### config.mk
export PLATFORM = sky130hd
export DESIGN_NAME = fetch_sequencer
export DESIGN_NICKNAME = d
export VERILOG_FILES = /design/src/rtl/fetch_sequencer.sv
export SDC_FILE = /design/constraint.sdc
export NUM_CORES = 1
export LEC_CHECK = 0
export ABC_AREA = 1
export CORE_MARGIN = 2
export CORE_UTILIZATION = 50
export DETAILED_ROUTE_END_ITERATION = 16
export MAX_ROUTING_LAYER = met4
export PLACE_DENSITY = 0.79
export REMOVE_ABC_BUFFERS = 1
export SYNTH_ARGS = -nofsm -noshare
export SYNTH_HDL_FRONTEND = slang
export SYNTH_SLANG_ARGS = --single-unit
### constraint.sdc
create_clock -name clk -period 8.3 [get_ports clk]
set_input_delay 1.66 -clock clk [delete_from_list [all_inputs] [get_ports clk]]
set_output_delay 1.66 -clock clk [all_outputs]
set_load 0.02 [all_outputs]
### src/rtl/fetch_sequencer.sv
// Instruction fetch sequencer: owns the PC, issues one read per cycle to a synchronous-read
// instruction memory and buffers {word, pc} pairs in a small FIFO toward decode.
module fetch_sequencer #(
    parameter logic [31:0] RESET_PC   = 32'h0000_0000,
    parameter int unsigned FIFO_DEPTH = 2
) (
    input  logic        clk,
    input  logic        rst,
    input  logic        fetch_en,
    input  logic        redirect_valid,
    input  logic [31:0] redirect_pc,
    output logic        imem_req,
    output logic [31:0] imem_addr,
    input  logic [31:0] imem_rdata,
    output logic        inst_valid,
    input  logic        inst_ready,
    output logic [31:0] inst_data,
    output logic [31:0] inst_pc
);

    localparam int unsigned PTR_W = (FIFO_DEPTH > 1) ? $clog2(FIFO_DEPTH) : 1;
    localparam int unsigned CNT_W = PTR_W + 1;
    localparam int unsigned OCC_W = CNT_W + 1;

    localparam logic [0:0] ST_IDLE = 1'b0;
    localparam logic [0:0] ST_RUN  = 1'b1;

    localparam logic [31:0] ALIGN_MASK = 32'hFFFF_FFFC;

    logic [0:0]       state_q, state_d;
    logic [31:0]      pc_q, pc_d;
    logic             inflight_q, inflight_d;
    logic [31:0]      inflight_pc_q, inflight_pc_d;
    logic [CNT_W-1:0] count_q, count_d;
    logic [PTR_W-1:0] rd_ptr_q, rd_ptr_d;
    logic [PTR_W-1:0] wr_ptr_q, wr_ptr_d;
    logic [31:0]      fifo_data_q [FIFO_DEPTH];
    logic [31:0]      fifo_data_d [FIFO_DEPTH];
    logic [31:0]      fifo_pc_q   [FIFO_DEPTH];
    logic [31:0]      fifo_pc_d   [FIFO_DEPTH];

    logic             pop;
    logic             push;
    logic [OCC_W-1:0] occupancy;

    assign inst_valid = (count_q != '0);
    assign pop        = inst_valid && inst_ready;
    // A redirect in the same cycle kills the response belonging to the old stream.
    assign push       = inflight_q && !redirect_valid;

    // Credit check: buffered words plus the outstanding response, less the word leaving now.
    assign occupancy = OCC_W'(count_q) + OCC_W'(inflight_q) - OCC_W'(pop);

    assign imem_req  = (state_q == ST_RUN) && fetch_en && !redirect_valid &&
                       (occupancy < OCC_W'(FIFO_DEPTH));
    assign imem_addr = pc_q;

    assign inst_data = inst_valid ? fifo_data_q[rd_ptr_q] : 32'h0;
    assign inst_pc   = inst_valid ? fifo_pc_q[rd_ptr_q]   : 32'h0;

    always_comb begin
        state_d       = fetch_en ? ST_RUN : ST_IDLE;
        pc_d          = pc_q;
        inflight_d    = 1'b0;
        inflight_pc_d = inflight_pc_q;
        count_d       = count_q + CNT_W'(push) - CNT_W'(pop);
        rd_ptr_d      = rd_ptr_q;
        wr_ptr_d      = wr_ptr_q;
        fifo_data_d   = fifo_data_q;
        fifo_pc_d     = fifo_pc_q;

        if (imem_req) begin
            pc_d          = pc_q + 32'd4;
            inflight_d    = 1'b1;
            inflight_pc_d = pc_q;
        end

        if (push) begin
            fifo_data_d[wr_ptr_q] = imem_rdata;
            fifo_pc_d[wr_ptr_q]   = inflight_pc_q;
            wr_ptr_d              = wr_ptr_q + PTR_W'(1);
        end

        if (pop) begin
            rd_ptr_d = rd_ptr_q + PTR_W'(1);
        end

        if (redirect_valid) begin
            pc_d       = redirect_pc & ALIGN_MASK;
            inflight_d = 1'b0;
            count_d    = '0;
            rd_ptr_d   = '0;
            wr_ptr_d   = '0;
        end
    end

    always_ff @(posedge clk) begin
        if (rst) begin
            state_q       <= ST_IDLE;
            pc_q          <= RESET_PC & ALIGN_MASK;
            inflight_q    <= 1'b0;
            inflight_pc_q <= 32'h0;
            count_q       <= '0;
            rd_ptr_q      <= '0;
            wr_ptr_q      <= '0;
        end else begin
            state_q       <= state_d;
            pc_q          <= pc_d;
            inflight_q    <= inflight_d;
            inflight_pc_q <= inflight_pc_d;
            count_q       <= count_d;
            rd_ptr_q      <= rd_ptr_d;
            wr_ptr_q      <= wr_ptr_d;
        end
    end

    // Storage needs no reset: entries are only exposed while count_q says they are valid.
    always_ff @(posedge clk) begin
        fifo_data_q <= fifo_data_d;
        fifo_pc_q   <= fifo_pc_d;
    end

endmodule

After elaboration in Yosys (flattened, before gate mapping):

Index checks and enable logic that the tools add are counted.

* register bits: 198
* bits of input ports: 69
* output and inout port bits: 98
* word-level logic and storage cells: 51

* add/sub/neg operators: 7
* $lt $le $gt $ge: 4
* muxes and demuxes: 16
* bitwise logic cells: 2
* reduce and logical (&&, ||, !) cells: 10

Operator list (count)
* $mux W32: 11
* $bwmux W64: 2
* $add A32 B3 Y32 const B: 1
* $demux W32 S1: 1
* $logic_and A1 B1 Y1: 6
* $ge A2 B2 Y1 const B: 2
* $not A1 Y2: 2
* $reduce_bool A2 Y1: 2
* $add A2 B1 Y3: 1
* $lt A3 B2 Y1 const B: 1
* $sub A3 B1 Y3: 1
* $add A1 B1 Y1 const B: 2
* $add A2 B1 Y2: 1
* $lt A2 B1 Y1 const B: 1
* $mux W1: 2
* $reduce_or A2 Y1: 1
* $sub A2 B1 Y2: 1
* $logic_not A1 Y1: 1

Longest topological paths before layout:

Gate-level depths: netlist (run 1).

* depth in word-level cells: 7
* mapped depth: 20

Least setup slack after synthesis (run 1):

No wires, ideal clock.

* path kind: input to register
* start point: in redirect_valid
* end point: reg fifo_data_q[0] in the netlist's numbering, enable pin
* arrival time: 4483 ps
* required time: 7816 ps
* slack: 3334 ps
* cell stages on the path: 3
* buffers on the path: 0
* cell sequence: nor2_1 -> inv_1 -> nor2_1

* cells in the longest elaborated chain, start to end: 2

Ends and longest elaborated chain
* from (decl): RTL line 10 `input logic redirect_valid,`
* $logic_not A1 Y1: RTL line 49 `assign push = inflight_q && !redirect_valid;`
* $logic_and A1 B1 Y1: RTL line 49
* to (signal assigned): RTL line 119 `fifo_data_q <= fifo_data_d;`
* to (decl): RTL line 37 `logic [31:0] fifo_data_q [FIFO_DEPTH];`

Every way passes these cells.
A chain may end at the register's enable or synchronous reset.

Worst setup path after layout (run 1):

* start point: in inst_ready
* end point: out imem_req

* cells in the longest elaborated chain, start to end: 4

Ends and longest elaborated chain
* from (decl): RTL line 16 `input logic inst_ready,`
* $logic_and A1 B1 Y1: RTL line 47 `assign pop = inst_valid && inst_ready;`
* $sub A3 B1 Y3: RTL line 52 `assign occupancy = OCC_W'(count_q) + OCC_W'(inflight_q) - OCC_W'(pop);`
* $lt A3 B2 Y1: RTL line 55 `(occupancy < OCC_W'(FIFO_DEPTH));`
* $logic_and A1 B1 Y1: RTL line 54 `assign imem_req = (state_q == ST_RUN) && fetch_en && !redirect_valid &&`
* to (decl): RTL line 12 `output logic imem_req,`

Every way passes these cells.

==> results of run 1 <==
per-layer routing:
| layer | track usage [%] | up-vias | wire length [um] |
|---|---|---|---|
| met3 | 4.46 | 25 | 1140 |
| li1 | - | 3223 | - |
| met4 | 7.97 | 0 | 378 |
| met5 | - | - | 0 |
| met2 | 37.9 | 208 | 9420 |
| met1 | 28.4 | 2964 | 8390 |
cell usage after synthesis:
library cell,n
sky130_fd_sc_hd__nor2_2,7
sky130_fd_sc_hd__buf_6,4
sky130_fd_sc_hd__and2_1,1
sky130_fd_sc_hd__a211oi_2,10
sky130_fd_sc_hd__o21ai_0,32
sky130_fd_sc_hd__a21oi_1,85
sky130_fd_sc_hd__clkbuf_1,27
sky130_fd_sc_hd__inv_2,3
sky130_fd_sc_hd__o211ai_1,1
sky130_fd_sc_hd__conb_1,1
sky130_fd_sc_hd__nand3_2,1
sky130_fd_sc_hd__nor3_1,9
sky130_fd_sc_hd__inv_1,71
sky130_fd_sc_hd__fa_1,1
sky130_fd_sc_hd__a211oi_1,2
sky130_fd_sc_hd__or2_2,1
sky130_fd_sc_hd__buf_2,6
sky130_fd_sc_hd__nand2_1,276
sky130_fd_sc_hd__a31oi_1,4
sky130_fd_sc_hd__buf_1,1
sky130_fd_sc_hd__xor2_1,4
sky130_fd_sc_hd__dfxtp_1,66
sky130_fd_sc_hd__buf_4,7
sky130_fd_sc_hd__nand3b_1,2
sky130_fd_sc_hd__nor2_4,2
sky130_fd_sc_hd__ha_1,2
sky130_fd_sc_hd__nand3_1,44
sky130_fd_sc_hd__xnor2_1,4
sky130_fd_sc_hd__nand4_1,4
sky130_fd_sc_hd__edfxtp_1,124
sky130_fd_sc_hd__a22oi_1,1
sky130_fd_sc_hd__clkinv_1,2
sky130_fd_sc_hd__nor2_1,87
cell type report:
type	count	area [um2]	share of cell area, %
sequential	190	5050	47.8
clock buffer	21	492	4.66
clock inverter	11	126	1.20
tap	216	270	2.56
inverter	76	285	2.70
multi-input combinational	584	2670	25.3
timing repair buffer	168	1660	15.7
cells by family (layout without fill, tap and decap cells):
kind of cell,Yosys count,in the layout,share of synthesized area (%)
simple gates,434,434,21.4
compound gates,135,135,9.33
other cells,1,4,0.0457
xor+xnor,8,8,0.854
flops,190,190,61.5
fa+ha+maj,3,3,0.549
buf+inv,121,276,6.31
power groups by stage:
stage	Clock [mW]	Sequential [mW]	Combinational, mW
after global placement	0	1.06	0.130
after floorplan	0	1.06	0.0478
after detailed placement	0	1.06	0.132
final	0.835	1.04	0.133
after CTS	0.848	1.04	0.133
after global routing	0.885	1.04	0.144
per-stage QoR:
step	util [%]	power [mW]	cell area, um2	cells	worst slack (ns)
after floorplan	-	1.11	7980	850	2.30
after global placement	62.3	1.19	9940	1234	2.66
after detailed placement	62.3	1.19	9940	1234	2.63
after CTS	66.2	2.02	10600	1266	2.63
after global routing	66.2	2.07	10600	1266	2.50
final	66.2	2.01	10600	1266	2.62
how the worst max path moves through the flow:
stage / endpoint / from / cells past startpoint
6_report: imem_req / inst_ready / 12
4_1_cts: imem_req / inst_ready / 12
3_3_place_gp: imem_req / inst_ready / 12
5_1_grt: imem_req / inst_ready / 12
2_1_floorplan: imem_req / count_q[1]$_SDFF_PP0_ / 11
3_5_place_dp: imem_req / inst_ready / 12
state kept, by name, indices dropped and copies added, names as in the netlist:
| name | cells |
|---|---|
| wr_ptr_q | 1 |
| inflight_pc_q | 30 |
| inflight_q | 1 |
| fifo_pc_q | 60 |
| imem_addr | 30 |
| count_q | 2 |
| state_q | 1 |
| rd_ptr_q | 1 |
| fifo_data_q | 64 |
critical path: stages:
cell and delay (ns):
sky130_fd_sc_hd__clkdlybuf4s50_1 0.50, sky130_fd_sc_hd__nand2_1 0.10, sky130_fd_sc_hd__inv_1 0.10, sky130_fd_sc_hd__nand2_1 0.06
sky130_fd_sc_hd__o21ai_0 0.07, sky130_fd_sc_hd__nand2_1 0.09, sky130_fd_sc_hd__fa_1 0.48, sky130_fd_sc_hd__nand2_1 0.05
sky130_fd_sc_hd__nor2_1 0.09, sky130_fd_sc_hd__nand2_1 0.14, sky130_fd_sc_hd__inv_2 0.10, sky130_fd_sc_hd__clkdlybuf4s50_1 0.59
==> parameters.txt, run 1 <==
Parameter                              Value

Floorplan
  Area of the core    15900 um2
  Top-level port count    167
  Vertical die dimension    132 um
  Num rows    46
  Initial Util    51.5%
  DIE AREA    17400 um2
  Die width    132 um

Global route
  Largest net degree at the start of global routing    67
  GR Util All Layers    23.0%
  Total grt overflow    0
  Antenna violations before repair    0
  Global-route wire length before repair    30.7 mm
  Vias in the first global route    6060

Final layout
  Most frequent cells in the layout    sky130_fd_sc_hd__nand2_1 (276), sky130_fd_sc_hd__clkdlybuf4s50_1 (160), sky130_fd_sc_hd__edfxtp_1 (124), sky130_fd_sc_hd__nor2_1 (85), sky130_fd_sc_hd__a21oi_1 (85)
  Layout area overhead    28.6%
  Final net count    1109
  Number of diodes added for antenna fixing    0
  Share of final-layout standard cells stronger than drive strength 1    6.29%
  FILL cells    1314
  Most common library cell in the layout ignoring fill and taps    sky130_fd_sc_hd__nand2_1

Pwr
  Internal power    1.57 mW
  Share of total power in sequential cells    51.8%
  Power per cell area    190 nW/um2
  Relative contribution of combinational cells to total power    6.6%
  Clk pwr share    41.6%
  Highest ir drop seen on vdd    0.153 mV
  Leak pwr    3.88 nW
  Switching power of the nets    434 uW
  Switching fraction of total power    21.6%

Detailed routing
  Wirelength, routed    19.3 mm
  Routed via count    6420
  TritonRoute pass-1 iters    5
  Per-cell via count in the routed design    5.07
  Remaining antenna violation count    0
  Detail-routed net length per standard cell    15.3 um
  Detailed-route DRC error count    0
  Initial drt markers    417

Hold path
  Sink of the worst hold path    fifo_pc_q[63]$_DFFE_PP_
  Worst hold stages    0
  Worst hold path startpoint    inflight_pc_q[31]$_SDFFE_PP0P_
  Class of the most critical hold timing path    reg -> reg

Synth
  Seq cells post-synth    190
  Mean Syn Cell Area    9.20 um2
  Proportion of netlist area held by the largest area contributor    45.4%
  Number of distinct library cell variants in the gate-level netlist after synthesis    33
  Synthesis warning total    0
  Count of mapped cells out of synthesis    892
  Post-synth design cell area    8200 um2
  Leading post-synthesis cells by cell area    sky130_fd_sc_hd__edfxtp_1 (45%), sky130_fd_sc_hd__dfxtp_1 (16%), sky130_fd_sc_hd__nand2_1 (13%)
  Post-synth top area cell    sky130_fd_sc_hd__edfxtp_1
  Proportion of synthesized chip area in sequential cells    61.5%

CTS
  Clock tree from TritonCTS    done
  CTS Sinks    190
  Post-CTS setup buffer count    0
  Maximum level of the CTS H-tree    4
  Number of CTS-inserted buffers    17
  Maximum count of clock buffers along a single path    2
  Post-CTS sizing    0
  CTS Hold Bufs    0
  Root Buffer Master    sky130_fd_sc_hd__clkbuf_16
  Clock-pin transition on the worst setup and hold timing paths    0.07 ns
  Clock Latency Late Sink    0.42 ns

STA
  Slew HR    22.1%
  Post-route clock period utilization    68.5%
  Final number of max-transition violations    0
  Fin crit period    5.68 ns
  Final setup violating endpoints    0
  Worst hold margin    0.453 ns
  Highest achievable clock rate    0.176 GHz
  Final Hold Fails    0
  Worst clock skew    0.0106 ns
  Unrepaired setup endpoints after global routing    false
  Measured slew at the worst slew-check pin    1.17 ns
  Post-route setup TNS    0 ns

Setup path
  Worst Setup End Kind    primary output
  CP startpoint kind    primary input
  Worst Path Required    6.64 ns
  Setup slack of the worst register-to-register path    4.24 ns
  Launching point of the worst reg2reg path    count_q[1]$_SDFF_PP0_
  End of the worst register-to-register path    imem_addr[11]$_SDFFE_PP0P_
  Endpoint arrival time on the critical path    4.02 ns
  Maximum fanout along the worst path    3
  Depth of the most critical reg-to-reg path    18
  Type of the setup path with the least slack    in -> out

Placement
  Number of port buffers    160
  Detail Placement HPWL    12.1 mm
  Weighted congestion at the end of routability-driven global placement    0.874

Run
  MaxCap Viol Count    0

Run status
  Outcome    completed
Power figures use the tool's default switching activity.
==> inputs of run 2 (changes only) <==
clock period = 5.9 ns   (was 8.3 ns; I/O delays follow)
==> parameters.txt, run 2 (synthesis results as in run 1) <==
Parameter                              Value

Run status
  Outcome    completed

STA
  Final number of max-transition violations    0
  Final setup violating endpoints    0
  Worst hold margin    0.450 ns
  Unrepaired setup endpoints after global routing    false
  Slew HR    21.2%
  Final Hold Fails    0
  Worst clock skew    0.0116 ns
  Highest achievable clock rate    0.214 GHz
  Post-route setup TNS    0 ns
  Post-route clock period utilization    79.1%
  Measured slew at the worst slew-check pin    1.18 ns
  Fin crit period    4.67 ns

Placement
  Detail Placement HPWL    12.2 mm
  Weighted congestion at the end of routability-driven global placement    0.863
  Number of port buffers    160

Hold path
  Class of the most critical hold timing path    reg -> reg

Setup path
  Number of buffers and inverters on the critical path    4
  Max incr delay on CP    0.61 ns
  Endpoint arrival time on the critical path    3.49 ns
  Worst Setup End Kind    primary output
  Crit path max-delay family    buffers and inverters
  Critical path's most frequent cell    sky130_fd_sc_hd__nand2_1
  Cell breakdown of the critical path    clkdlybuf4s50_1 > nand2_1 > inv_1 > nand2_1 > o21ai_0 > nand2_1 > fa_1 > nand2_1 > nor2_1 > nand2_1 > inv_2 > clkdlybuf4s50_1
  Critical path's slowest cell    sky130_fd_sc_hd__clkdlybuf4s50_1
  Maximum fanout along the worst path    3
  CP startpoint kind    primary input
  Type of the setup path with the least slack    in -> out
  Worst Path Required    4.72 ns

Floorplan
  Area of the core    15900 um2
  Vertical die dimension    132 um
  Initial Util    51.5%
  DIE AREA    17400 um2
  Die width    132 um
  Top-level port count    167
  Num rows    46

Pwr
  Relative contribution of combinational cells to total power    6.6%
  Switching fraction of total power    21.6%
  Leak pwr    3.87 nW
  Share of total power in sequential cells    51.8%
  Power per cell area    267 nW/um2
  Internal power    2.21 mW
  Switching power of the nets    608 uW
  Clk pwr share    41.6%
  Highest ir drop seen on vdd    0.198 mV

Final layout
  Max reg flops    64
  Share of final-layout standard cells stronger than drive strength 1    6.29%
  FILL cells    1280
  Layout Utilization    66.2%
  Most common library cell in the layout ignoring fill and taps    sky130_fd_sc_hd__nand2_1
  Number of diodes added for antenna fixing    0
  Layout area overhead    28.7%
  Largest regs    fifo_data_q: 64 flops, fifo_pc_q: 60 flops
  Most frequent cells in the layout    sky130_fd_sc_hd__nand2_1 (276), sky130_fd_sc_hd__clkdlybuf4s50_1 (160), sky130_fd_sc_hd__edfxtp_1 (124), sky130_fd_sc_hd__nor2_1 (85), sky130_fd_sc_hd__a21oi_1 (85)
  Final net count    1109
  Register with the most flip-flops    fifo_data_q

CTS
  Number of CTS-inserted buffers    17
  Clock Latency Late Sink    0.43 ns
  Clock tree from TritonCTS    done
  Post-CTS setup buffer count    0
  Root Buffer Master    sky130_fd_sc_hd__clkbuf_16
  Post-CTS sizing    0
  Maximum count of clock buffers along a single path    2
  Clock-pin transition on the worst setup and hold timing paths    0.07 ns
  CTS Sinks    190
  CTS Hold Bufs    0
  Maximum level of the CTS H-tree    4

Global route
  Vias in the first global route    5941
  Largest net degree at the start of global routing    67
  Total grt overflow    0
  GR Util All Layers    22.7%
  Antenna violations before repair    0
  Global-route wire length before repair    30.4 mm

Run
  MaxCap Viol Count    0

Detailed routing
  Detailed-route DRC error count    0
  Initial drt markers    506
  TritonRoute pass-1 iters    5
  Detail-routed net length per standard cell    15.1 um
  Per-cell via count in the routed design    5.08
  Remaining antenna violation count    0
  Wirelength, routed    19.1 mm
  Routed via count    6434
[run 2: routing by layer]
layer,routed length (um),global-route usage [%]
met5,0,-
met4,455,8.51
met3,1220,3.77
met2,9120,36.3
met1,8280,29.4
[run 2: path summary, 6_finish.rpt]
kind | startpoint | slack, ns | endpoint | cells after the start
hold / removal | inflight_pc_q[10]$_SDFFE_PP0P_ | 0.45 | fifo_pc_q[42]$_DFFE_PP_ | 0
setup / recovery | inst_ready | 1.23 | imem_req | 12
hold reg to reg | inflight_pc_q[10]$_SDFFE_PP0P_ | 0.45 | fifo_pc_q[42]$_DFFE_PP_ | 0
setup reg to reg | count_q[1]$_SDFF_PP0_ | 2.58 | imem_addr[11]$_SDFFE_PP0P_ | 18
[run 2: final cells by class]
cell class / instances / area [um2] / area share (%)
flip-flops and latches: 190 / 5050 / 47.8
multi-input cells: 584 / 2670 / 25.3
repair buffers: 168 / 1660 / 15.7
clock buffers: 21 / 493 / 4.67
inverters: 76 / 285 / 2.70
well taps: 216 / 270 / 2.56
clock inverters: 11 / 126 / 1.20
[run 2: power by group through the flow]
stage	Clock (mW)	Combinational, mW	Sequential [mW]
global route	1.24	0.202	1.46
global placement	0	0.182	1.49
finish	1.17	0.186	1.46
detailed placement	0	0.185	1.49
CTS	1.19	0.186	1.46
floorplan	0	0.0673	1.50
[run 2: stage by stage]
| stage | std cells | power, mW | setup slack, ns | instance area (um2) |
|---|---|---|---|---|
| 4_1_cts | 1266 | 2.83 | 1.23 | 10600 |
| 2_1_floorplan | 850 | 1.56 | 0.380 | 7980 |
| 5_1_grt | 1266 | 2.90 | 1.11 | 10600 |
| 6_report | 1266 | 2.82 | 1.23 | 10600 |
| 3_5_place_dp | 1234 | 1.67 | 1.24 | 9940 |
| 3_3_place_gp | 1234 | 1.67 | 1.27 | 9940 |
[run 2: worst register-to-register path: stages (launching register included)]
cell                       delay, ns
sky130_fd_sc_hd__dfxtp_1        0.47
sky130_fd_sc_hd__nor2_4         0.07
sky130_fd_sc_hd__inv_1          0.07
sky130_fd_sc_hd__nand2_1        0.08
sky130_fd_sc_hd__inv_1          0.09
sky130_fd_sc_hd__nand2_1        0.07
sky130_fd_sc_hd__o21ai_0        0.07
sky130_fd_sc_hd__nand2_1        0.08
sky130_fd_sc_hd__fa_1           0.49
sky130_fd_sc_hd__nand2_1        0.05
sky130_fd_sc_hd__nor2_1         0.09
sky130_fd_sc_hd__nand2_1        0.08
sky130_fd_sc_hd__buf_4          0.26
sky130_fd_sc_hd__nand2_1        0.46
sky130_fd_sc_hd__clkinv_1       0.41
sky130_fd_sc_hd__nand2_1        0.14
sky130_fd_sc_hd__nand2_1        0.05
sky130_fd_sc_hd__a21oi_1        0.11
sky130_fd_sc_hd__nor2_1         0.06
